===== src/rtl/seq_timing_ctrl.sv =====
// Sequence counter and opcode decode for the accumulator machine: one-hot T0..T15 timing,
// per-opcode end-of-instruction and HLT. Optional memory wait states under `SC_WAIT_EN.
module seq_timing_ctrl #(
  parameter int SC_W  = 4,
  parameter int T_MAX = 15
) (
  input  logic        clk,
  input  logic        rst,
  input  logic        start,
  input  logic [15:0] ir_odat,
`ifdef SC_WAIT_EN
  input  logic        mem_rdy,
`endif
  output logic [15:0] dec_signal,
  output logic [7:0]  dec,
  output logic        ind,
  output logic        running,
  output logic        instr_done
);

  typedef enum logic [1:0] {IDLE, RUN, HALT} state_t;

  localparam logic [SC_W-1:0] T3   = SC_W'(3);
  localparam logic [SC_W-1:0] T6   = SC_W'(6);
  localparam logic [SC_W-1:0] T8   = SC_W'(8);
  localparam logic [SC_W-1:0] T10  = SC_W'(10);
  localparam logic [SC_W-1:0] TLST = SC_W'(T_MAX);

  state_t          state, state_nx;
  logic [SC_W-1:0] sc, sc_nx;
  logic [7:0]      dec_nx;
  logic            ind_nx;
  logic            eoi;
  logic            is_hlt;
  logic            ready;
  logic            unused_ir;

  assign unused_ir = ^ir_odat[11:1];

`ifdef SC_WAIT_EN
  localparam logic [SC_W-1:0] T2 = SC_W'(2);
  // Memory slots hold the counter until the memory answers.
  assign ready = mem_rdy || !((sc == T2) || (sc == T6) || (sc == T8));
`else
  assign ready = 1'b1;
`endif

  always_comb begin
    eoi = 1'b0;
    if (dec[7])           eoi = (sc == T6);
    else if (dec[3])      eoi = (sc == T8);
    else if (|dec[2:0])   eoi = (sc == T10);
    else if (|dec[6:4])   eoi = (sc == T8);
    if (sc == TLST)       eoi = 1'b1;
  end

  assign is_hlt     = dec[7] && !ir_odat[15] && ir_odat[0] && (sc == T6);
  assign instr_done = (state == RUN) && eoi;

  always_comb begin
    state_nx = state;
    sc_nx    = sc;
    dec_nx   = dec;
    ind_nx   = ind;
    case (state)
      IDLE, HALT: begin
        dec_nx = '0;
        ind_nx = 1'b0;
        if (start) begin
          state_nx = RUN;
          sc_nx    = '0;
        end
      end
      RUN: begin
        if (ready) begin
          if (eoi) begin
            sc_nx  = '0;
            dec_nx = '0;
            ind_nx = 1'b0;
            if (is_hlt) state_nx = HALT;
          end else begin
            sc_nx = sc + SC_W'(1);
            if (sc == T3) begin
              dec_nx = 8'(1) << ir_odat[14:12];
              ind_nx = ir_odat[15];
            end
          end
        end
      end
      default: begin
        state_nx = IDLE;
        sc_nx    = '0;
        dec_nx   = '0;
        ind_nx   = 1'b0;
      end
    endcase
  end

  // Timing vector is registered from the next-state values so it lines up with sc.
  always_ff @(posedge clk) begin
    if (rst) begin
      state      <= IDLE;
      sc         <= '0;
      dec        <= '0;
      ind        <= 1'b0;
      dec_signal <= '0;
      running    <= 1'b0;
    end else begin
      state      <= state_nx;
      sc         <= sc_nx;
      dec        <= dec_nx;
      ind        <= ind_nx;
      dec_signal <= (state_nx == RUN) ? (16'(1) << sc_nx) : '0;
      running    <= (state_nx == RUN);
    end
  end

endmodule


===== config.mk =====
export PLATFORM = sky130hd
export DESIGN_NAME = seq_timing_ctrl
export DESIGN_NICKNAME = d
export VERILOG_FILES = /design/src/rtl/seq_timing_ctrl.sv
export SDC_FILE = /design/constraint.sdc
export NUM_CORES = 1
export LEC_CHECK = 0
export ABC_CLOCK_PERIOD_IN_PS = 1850
export CORE_MARGIN = 1
export CORE_UTILIZATION = 39
export CTS_CLUSTER_DIAMETER = 30
export CTS_CLUSTER_SIZE = 25
export DETAILED_ROUTE_END_ITERATION = 6
export PLACE_DENSITY = 0.76
export SYNTH_ARGS = -nofsm -noshare
export SYNTH_HDL_FRONTEND = slang
export SYNTH_SLANG_ARGS = --single-unit

===== constraint.sdc =====
create_clock -name clk -period 1.85 [get_ports clk]
set_input_delay 0.2775 -clock clk [delete_from_list [all_inputs] [get_ports clk]]
set_output_delay 0.2775 -clock clk [all_outputs]
set_load 0.03 [all_outputs]

==> run_results.csv, run 1 <==
group,metric,value,unit
finish,design.final.nets,227,
min_path,min_path_type,"reg2reg",
floorplan,effective_utilization_at_floorplan,41.8,%
power_and_ir_drop,swShare,26.0,%
global_routing,use_met1,23.8,%
power_and_ir_drop,power_per_cell_area,640,nW/um^2
run,cap_violations,0,
logic_synthesis,synthesis.nets,172,
floorplan,placement_rows,20,
power_and_ir_drop,power_frac_seq,54.6,%
power_and_ir_drop,p_leak,0.717,nW
sta,finalWorstSetupSlack,-0.152,ns
clocking,htree_num_levels,2,
worst_setup_path,criticalPathCategory,"reg2out",
sta,max-slew-margin-rel,66.9,%
clocking,ctsHoldBuffers,0,
clocking,clock-sinks,32,
drt,drt_pre_antenna_iters,4,
power_and_ir_drop,ir_drop,0.000263,V
logic_synthesis,syn-instance-count,150,
drt,route.detailed.wl_per_inst,13.5,microns
floorplan,i_o_pin_count,46,
worst_setup_path,cp_cell_sequence,"or4_4, o2111ai_4, nand2_1, o21a_1, buf_6",
global_routing,grt_max_degree,16,
sta,final_min_period_over_clock_period,108,%
placement,place_ws,-0.0520,ns
clocking,path_clk_slew,0.10,ns
finish,layout.core_utilization,64.7,%
floorplan,chipWidth,59.9,microns
sta,max_clock_freq,0.499,GHz
sta,rsz0062_at_grt,"true",
drt,routed-via-count,1315,
worst_setup_path,start_kind,"register",
sta,timing_hold_violations_final,0,
global_routing,grt_util_met2,31.4,%
logic_synthesis,synth_edf_count,0,
power_and_ir_drop,report.power.total,1.29,mW
sta,final-setup-viol-count,10,
global_routing,wire_length_of_the_first_global_routing_pass,5030,microns
power_and_ir_drop,switchingPower,0.336,mW
sta,final_period_demand_of_the_worst_path,2.00,ns
global_routing,grt_busiest_layer,"met2",
worst_setup_path,cp_slowest_cell,"sky130_fd_sc_hd__or4_4",
power_and_ir_drop,p_int,0.958,mW
sta,fin_worst_hold_slack,0.466,ns
outcome,violations,"setup timing",
worst_setup_path,worstPathArrival,1.72,ns
global_routing,globalRoute.totalOverflow,0,
power_and_ir_drop,p_comb_share,13.0,%
power_and_ir_drop,share_clk_of_total_power,32.5,%
drt,drtAntennaViolNets,0,
worst_setup_path,critical-path-max-stage-delay,0.55,ns
clocking,cts-root-to-sink-buffers,2,
logic_synthesis,synth_top_flop_cell,"sky130_fd_sc_hd__dfxtp_1",
global_routing,grt_use_total,19.5,%
floorplan,die_area,3590,sq um
drt,initialDrtViolationCount,77,
sta,fin_skew,0.00764,ns
logic_synthesis,async_reset_ff_share,0,%
placement,portBuffers,34,
clocking,cts_buffers,5,
worst_setup_path,critical_path_capture_point_type,"output pin",
logic_synthesis,syn-mean-instance-area,8.73,sq um
placement,post_dp_hpwl,2320,microns
global_routing,antenna_found_initial,0,
clocking,worst_skew_pair.late_latency,0.34,ns
worst_setup_path,timing.critical_path.fanout_max,3,
placement,gp_congestion,0.872,
outcome,status,"complete, but fails checks",
finish,syn_to_final_growth,54.6,%
floorplan,floorplan.die.height,59.9,microns
drt,route.final.wire_length,3380,microns
logic_synthesis,yosysWarnings,0,
logic_synthesis,postSynthRegisterBits,32,
clocking,cts_tree,"done",
sta,final-max-slew-violation-count,0,
clocking,root_buffer,"sky130_fd_sc_hd__clkbuf_4",
floorplan,coreArea,3130,sq um
drt,post-route-drc-count,0,
finish,num_antenna_cells,0,
finish,layout_cells_sized_above_1,25.2,%
drt,via_per_inst,5.26,
logic_synthesis,seq_area_frac_synth,48.9,%
worst_setup_path,critPathRequiredTime,1.57,ns
sta,timing_worst_slew_pin_value,0.493,ns
logic_synthesis,netlist_area,1310,sq um
global_routing,routing_usage_on_met3,3.90,%
logic_synthesis,yosysUniqueCellTypes,40,
global_routing,grt_pass1_vias,1142,
worst paths after layout:
kind	startpoint	to	slack, ns	cells after the start
min reg2reg	ind	ind	0.47	2
max reg2reg	sc[0]	sc[0]	-0.05	9
min	ind	ind	0.47	2
max	dec[6]	instr_done	-0.15	5
layout by cell type, fill, tap and decap left out, drive strengths merged, types with 4 or more instances in the layout:
master,instances
a21oi,13
buf,21
clkbuf,6
clkdlybuf4s50,33
dfxtp,32
inv,4
nand2,14
nor2,28
nor3,5
o21ai,4
synth_stat cells, types with 2 or more instances:
master	count	share of area [%]
sky130_fd_sc_hd__a21oi_1	13	5.0
sky130_fd_sc_hd__a31oi_1	2	0.96
sky130_fd_sc_hd__buf_1	2	0.57
sky130_fd_sc_hd__clkbuf_1	2	0.57
sky130_fd_sc_hd__dfxtp_1	32	49
sky130_fd_sc_hd__ha_1	3	2.9
sky130_fd_sc_hd__inv_1	4	1.1
sky130_fd_sc_hd__nand2_1	13	3.7
sky130_fd_sc_hd__nand2b_1	3	1.4
sky130_fd_sc_hd__nand3_1	3	1.1
sky130_fd_sc_hd__nand3b_1	2	1.1
sky130_fd_sc_hd__nand4_1	2	0.96
sky130_fd_sc_hd__nand4b_1	3	2.0
sky130_fd_sc_hd__nor2_1	28	8.0
sky130_fd_sc_hd__nor2b_1	2	0.96
sky130_fd_sc_hd__nor3_1	5	1.9
sky130_fd_sc_hd__nor4_1	2	0.96
sky130_fd_sc_hd__nor4b_1	3	2.0
sky130_fd_sc_hd__o21a_1	2	1.1
sky130_fd_sc_hd__o21ai_0	4	1.5
worst max-delay path, delay by kind of cell (launching register included):
| family | cells | cell delay, ns |
|---|---|---|
| and+or+nand+nor | 2 | 0.63 |
| buffers and inverters | 1 | 0.14 |
| AOI/OAI and AO/OA | 2 | 0.28 |
| DFF | 1 | 0.33 |
cell families (layout without fill, tap and decap cells):
| group | Yosys count | in the layout | share of synthesized area (%) |
|---|---|---|---|
| adders and majority gates | 3 | 3 | 2.87 |
| AOI/OAI and AO/OA | 29 | 29 | 14.1 |
| buffers and inverters | 10 | 66 | 3.25 |
| and+or+nand+nor | 73 | 73 | 28.8 |
| DFF | 32 | 32 | 48.9 |
| xor gates and xnor gates | 2 | 2 | 1.34 |
| muxes | 1 | 1 | 0.765 |
metal layers:
metal  up-vias  part of all wire, %  wire, microns
met5         -                    0              0
met4         0                  2.4             82
met3         7                  3.8            129
met2        35                   50           1680
met1       633                   44           1490
li1        640                    -              -
state kept, by name, summed over array words and instances, names as in the netlist:
signal      flops
state           2
dec_signal     16
dec             8
running         1
ind             1
sc              4
cell type report:
cell class,count,area [sq um]
inverters,4,15.0
clock inverters,2,10.0
repair buffers,54,515
flip-flops and latches,32,647
well taps,44,55.1
clock buffers,6,51.3
fillers,235,1100
multi-input cells,108,729
repair_timing:
action / 4_1_cts / 5_1_grt
gates resized for setup: 9 / 22
setup buffers: 0 / 2
pin swaps: 2 / 9
endpoints found under the setup margin: 24 / 28
power by group through the flow:
stage          logic (mW)  clock network, mW  registers (mW)
2_1_floorplan      0.0586                  0           0.733
3_3_place_gp        0.133                  0           0.720
3_5_place_dp        0.136                  0           0.721
4_1_cts             0.140              0.428           0.706
5_1_grt             0.178              0.464           0.707
6_report            0.168              0.420           0.706
per-stage QoR:
stage / TNS, ns / instances / instance area (sq um)
5_1_grt: -1.28 / 250 / 2020
3_3_place_gp: 0 / 242 / 1820
4_1_cts: -0.142 / 250 / 1920
2_1_floorplan: 0 / 150 / 1310
3_5_place_dp: -0.209 / 242 / 1820
6_report: -0.447 / 250 / 2020
Note: power is estimated with default switching activity, not from simulation.
==> run 2, diff against run 1 <==
--- a/config.mk
+++ b/config.mk
@@ -5,6 +5,7 @@
 export SDC_FILE = /design/constraint.sdc
 export NUM_CORES = 1
 export LEC_CHECK = 0
+export ABC_AREA = 1
 export ABC_CLOCK_PERIOD_IN_PS = 1850
 export CORE_MARGIN = 1
 export CORE_UTILIZATION = 39
==> run 2 against run 1 <==
Effect of this change: the flow now finishes without violations; non-clock buffer count down 10; hold slack improved by 0.021 ns; final cell count grew 4.0%; fmax is 12% higher; synthesized cell count increased by 11%; critical endpoint unchanged; largest cell class is now registers; largest power group unchanged.
==> run_results.csv, run 2 <==
group,metric,value,unit
outcome,status,"complete, no violations",
sta,rsz0062_at_grt,"true",
sta,fin_worst_hold_slack,0.487,ns
drt,post-route-drc-count,0,
sta,max-slew-margin-rel,73.5,%
logic_synthesis,syn-mean-instance-area,7.88,sq um
clocking,ctsHoldBuffers,0,
worst_setup_path,critPathRequiredTime,1.57,ns
global_routing,grt_pass1_vias,1096,
clocking,cts_tree,"done",
logic_synthesis,postSynthRegisterBits,32,
logic_synthesis,synth_top_flop_cell,"sky130_fd_sc_hd__dfxtp_1",
logic_synthesis,synth.largest_area_cell,"sky130_fd_sc_hd__dfxtp_1",
global_routing,grt_max_degree,18,
floorplan,floorplan.die.height,59.9,microns
run,cap_violations,0,
min_path,whs_path_depth,2,
placement,post-place-cells,244,
logic_synthesis,synth.top_cell.area_share,49.0,%
power_and_ir_drop,p_leak,0.732,nW
power_and_ir_drop,ir_drop,0.000482,V
floorplan,effective_utilization_at_floorplan,41.8,%
logic_synthesis,synthesis.nets,188,
floorplan,coreArea,3130,sq um
clocking,path_clk_slew,0.11,ns
logic_synthesis,syn-instance-count,166,
global_routing,antenna_found_initial,0,
min_path,min_path_type,"reg2reg",
worst_setup_path,ff2ff_path_depth,11,
sta,final-setup-viol-count,0,
logic_synthesis,seq_area_frac_synth,49.0,%
finish,regs_by_ff_count,"dec_signal (16), dec (8), sc (4)",
drt,route.final.wire_length,2890,microns
clocking,clock-sinks,32,
clocking,worst_skew_pair.late_latency,0.33,ns
drt,route.detailed.wl_per_inst,11.1,microns
placement,place_ws,0.135,ns
logic_synthesis,synth_edf_count,0,
power_and_ir_drop,power_per_cell_area,730,nW/um^2
logic_synthesis,async_reset_ff_share,0,%
global_routing,grt_use_total,17.6,%
finish,layout_cells_sized_above_1,20.8,%
finish,final_common_cell,"sky130_fd_sc_hd__nor2_1",
finish,max_ffs_per_register,16,
logic_synthesis,netlist_area,1310,sq um
sta,timing_hold_violations_final,0,
placement,gp_congestion,0.769,
worst_setup_path,criticalPathCategory,"reg2out",
drt,routed-via-count,1218,
finish,syn_to_final_growth,45.6,%
clocking,htree_num_levels,2,
floorplan,chipWidth,59.9,microns
worst_setup_path,cp_slowest_cell,"sky130_fd_sc_hd__dfxtp_4",
drt,via_per_inst,4.68,
worst_setup_path,cp_cell_sequence,"ha_4, nand2_2, nor3_4, nor2_4, nand2_2, inv_2, nor2_4, buf_6",
placement,post_dp_hpwl,1880,microns
worst_setup_path,reg2reg_setup_slack,0.10,ns
clocking,cts_buffers,5,
floorplan,i_o_pin_count,46,
worst_setup_path,critical-path-max-stage-delay,0.41,ns
sta,final_period_demand_of_the_worst_path,1.79,ns
sta,final_min_period_over_clock_period,96.8,%
logic_synthesis,yosysWarnings,0,
placement,portBuffers,34,
logic_synthesis,synth_area_leaders,"sky130_fd_sc_hd__dfxtp_1 49%, sky130_fd_sc_hd__nor2_1 10%, sky130_fd_sc_hd__nand2_1 7.2%",
sta,finalWorstSetupSlack,0.0591,ns
drt,drtAntennaViolNets,0,
worst_setup_path,critical_path_capture_point_type,"output pin",
drt,drt_pre_antenna_iters,4,
global_routing,globalRoute.totalOverflow,0,
global_routing,wire_length_of_the_first_global_routing_pass,4690,microns
sta,tns,0,ns
clocking,root_buffer,"sky130_fd_sc_hd__clkbuf_4",
finish,layout_common_cells,"34 x sky130_fd_sc_hd__nor2_1, 33 x sky130_fd_sc_hd__clkdlybuf4s50_1, 28 x sky130_fd_sc_hd__dfxtp_1, 23 x sky130_fd_sc_hd__nand2_1, 15 x sky130_fd_sc_hd__nand3_1",
floorplan,placement_rows,20,
sta,final-max-slew-violation-count,0,
logic_synthesis,yosysMostFrequentCell,"sky130_fd_sc_hd__nor2_1",
sta,fin_skew,0.00938,ns
sta,max_clock_freq,0.558,GHz
finish,num_antenna_cells,0,
worst_setup_path,worstPathArrival,1.51,ns
floorplan,die_area,3590,sq um
finish,design.final.nets,237,
worst_setup_path,timing.critical_path.fanout_max,5,
finish,non_filler_cells_final,260,
finish,top_register,"dec_signal",
worst_setup_path,start_kind,"register",
sta,timing_worst_slew_pin_value,0.396,ns
clocking,cts-root-to-sink-buffers,2,
drt,initialDrtViolationCount,25,
logic_synthesis,netlist_top_cells_count,"36 x sky130_fd_sc_hd__nor2_1, 32 x sky130_fd_sc_hd__dfxtp_1, 25 x sky130_fd_sc_hd__nand2_1, 16 x sky130_fd_sc_hd__inv_1, 15 x sky130_fd_sc_hd__nand3_1",
logic_synthesis,yosysUniqueCellTypes,23,
[run 2: path summary, 6_finish.rpt]
check | startpoint | to
max | sc[1] | instr_done
min | ind | ind
max reg2reg | sc[1] | dec_signal[9]
min reg2reg | ind | ind
[run 2: what timing repair did]
action                                  4_1_cts  5_1_grt
endpoints found under the setup margin        1        1
gates resized for setup                      20        5
endpoints found under the hold margin         0        0
cloned                                        0        0
pin swaps                                     6        5
setup buffers                                 7        1
[run 2: area by class of cell]
type	instances	area, sq um
tap	44	55.1
fill	269	1220
inverter	20	75.1
clock inverter	3	18.8
timing repair buffer	44	420
multi-input combinational	112	647
clock buffer	5	37.5
sequential	32	651
[run 2: cells by family (layout without fill, tap and decap cells)]
logic type	after synthesis	count (layout)	share of synthesized area (%)
flip-flops	32	32	49.0
AND/OR/NAND/NOR	93	93	33.3
buffers and inverters	22	72	6.70
adder cells (fa/ha/maj)	3	3	2.87
AO/OA/AOI/OAI	16	16	8.13
[run 2: power by group]
part	internal [mW]	total (mW)	switching (mW)
clock network	0.146	0.392	0.247
logic	0.0969	0.265	0.168
registers	0.713	0.734	0.0203
total	0.956	1.39	0.435
[run 2: per-stage QoR]
step / utilization (%) / power, mW / instance area (sq um)
after detailed placement: 54.4 / 0.991 / 1700
after global routing: 60.9 / 1.46 / 1900
after floorplan: - / 0.910 / 1310
final: 60.9 / 1.39 / 1900
after CTS: 60.1 / 1.39 / 1880
after global placement: 54.4 / 0.990 / 1700
[run 2: critical path, delay by kind of cell, from the launching register on]
family | cells | cell delay [ns]
and+or+nand+nor | 5 | 0.43
DFF | 1 | 0.41
adders and majority gates | 1 | 0.15
buffers and inverters | 2 | 0.18
[run 2: metal layers]
| layer | global-route usage (%) | share of wire [%] | up-vias |
|---|---|---|---|
| met4 | 4.98 | 0.24 | 0 |
| met3 | 4.55 | 4.7 | 2 |
| met5 | 0 | 0 | - |
| met2 | 28.7 | 49 | 36 |
| li1 | - | - | 640 |
| met1 | 22.9 | 46 | 540 |
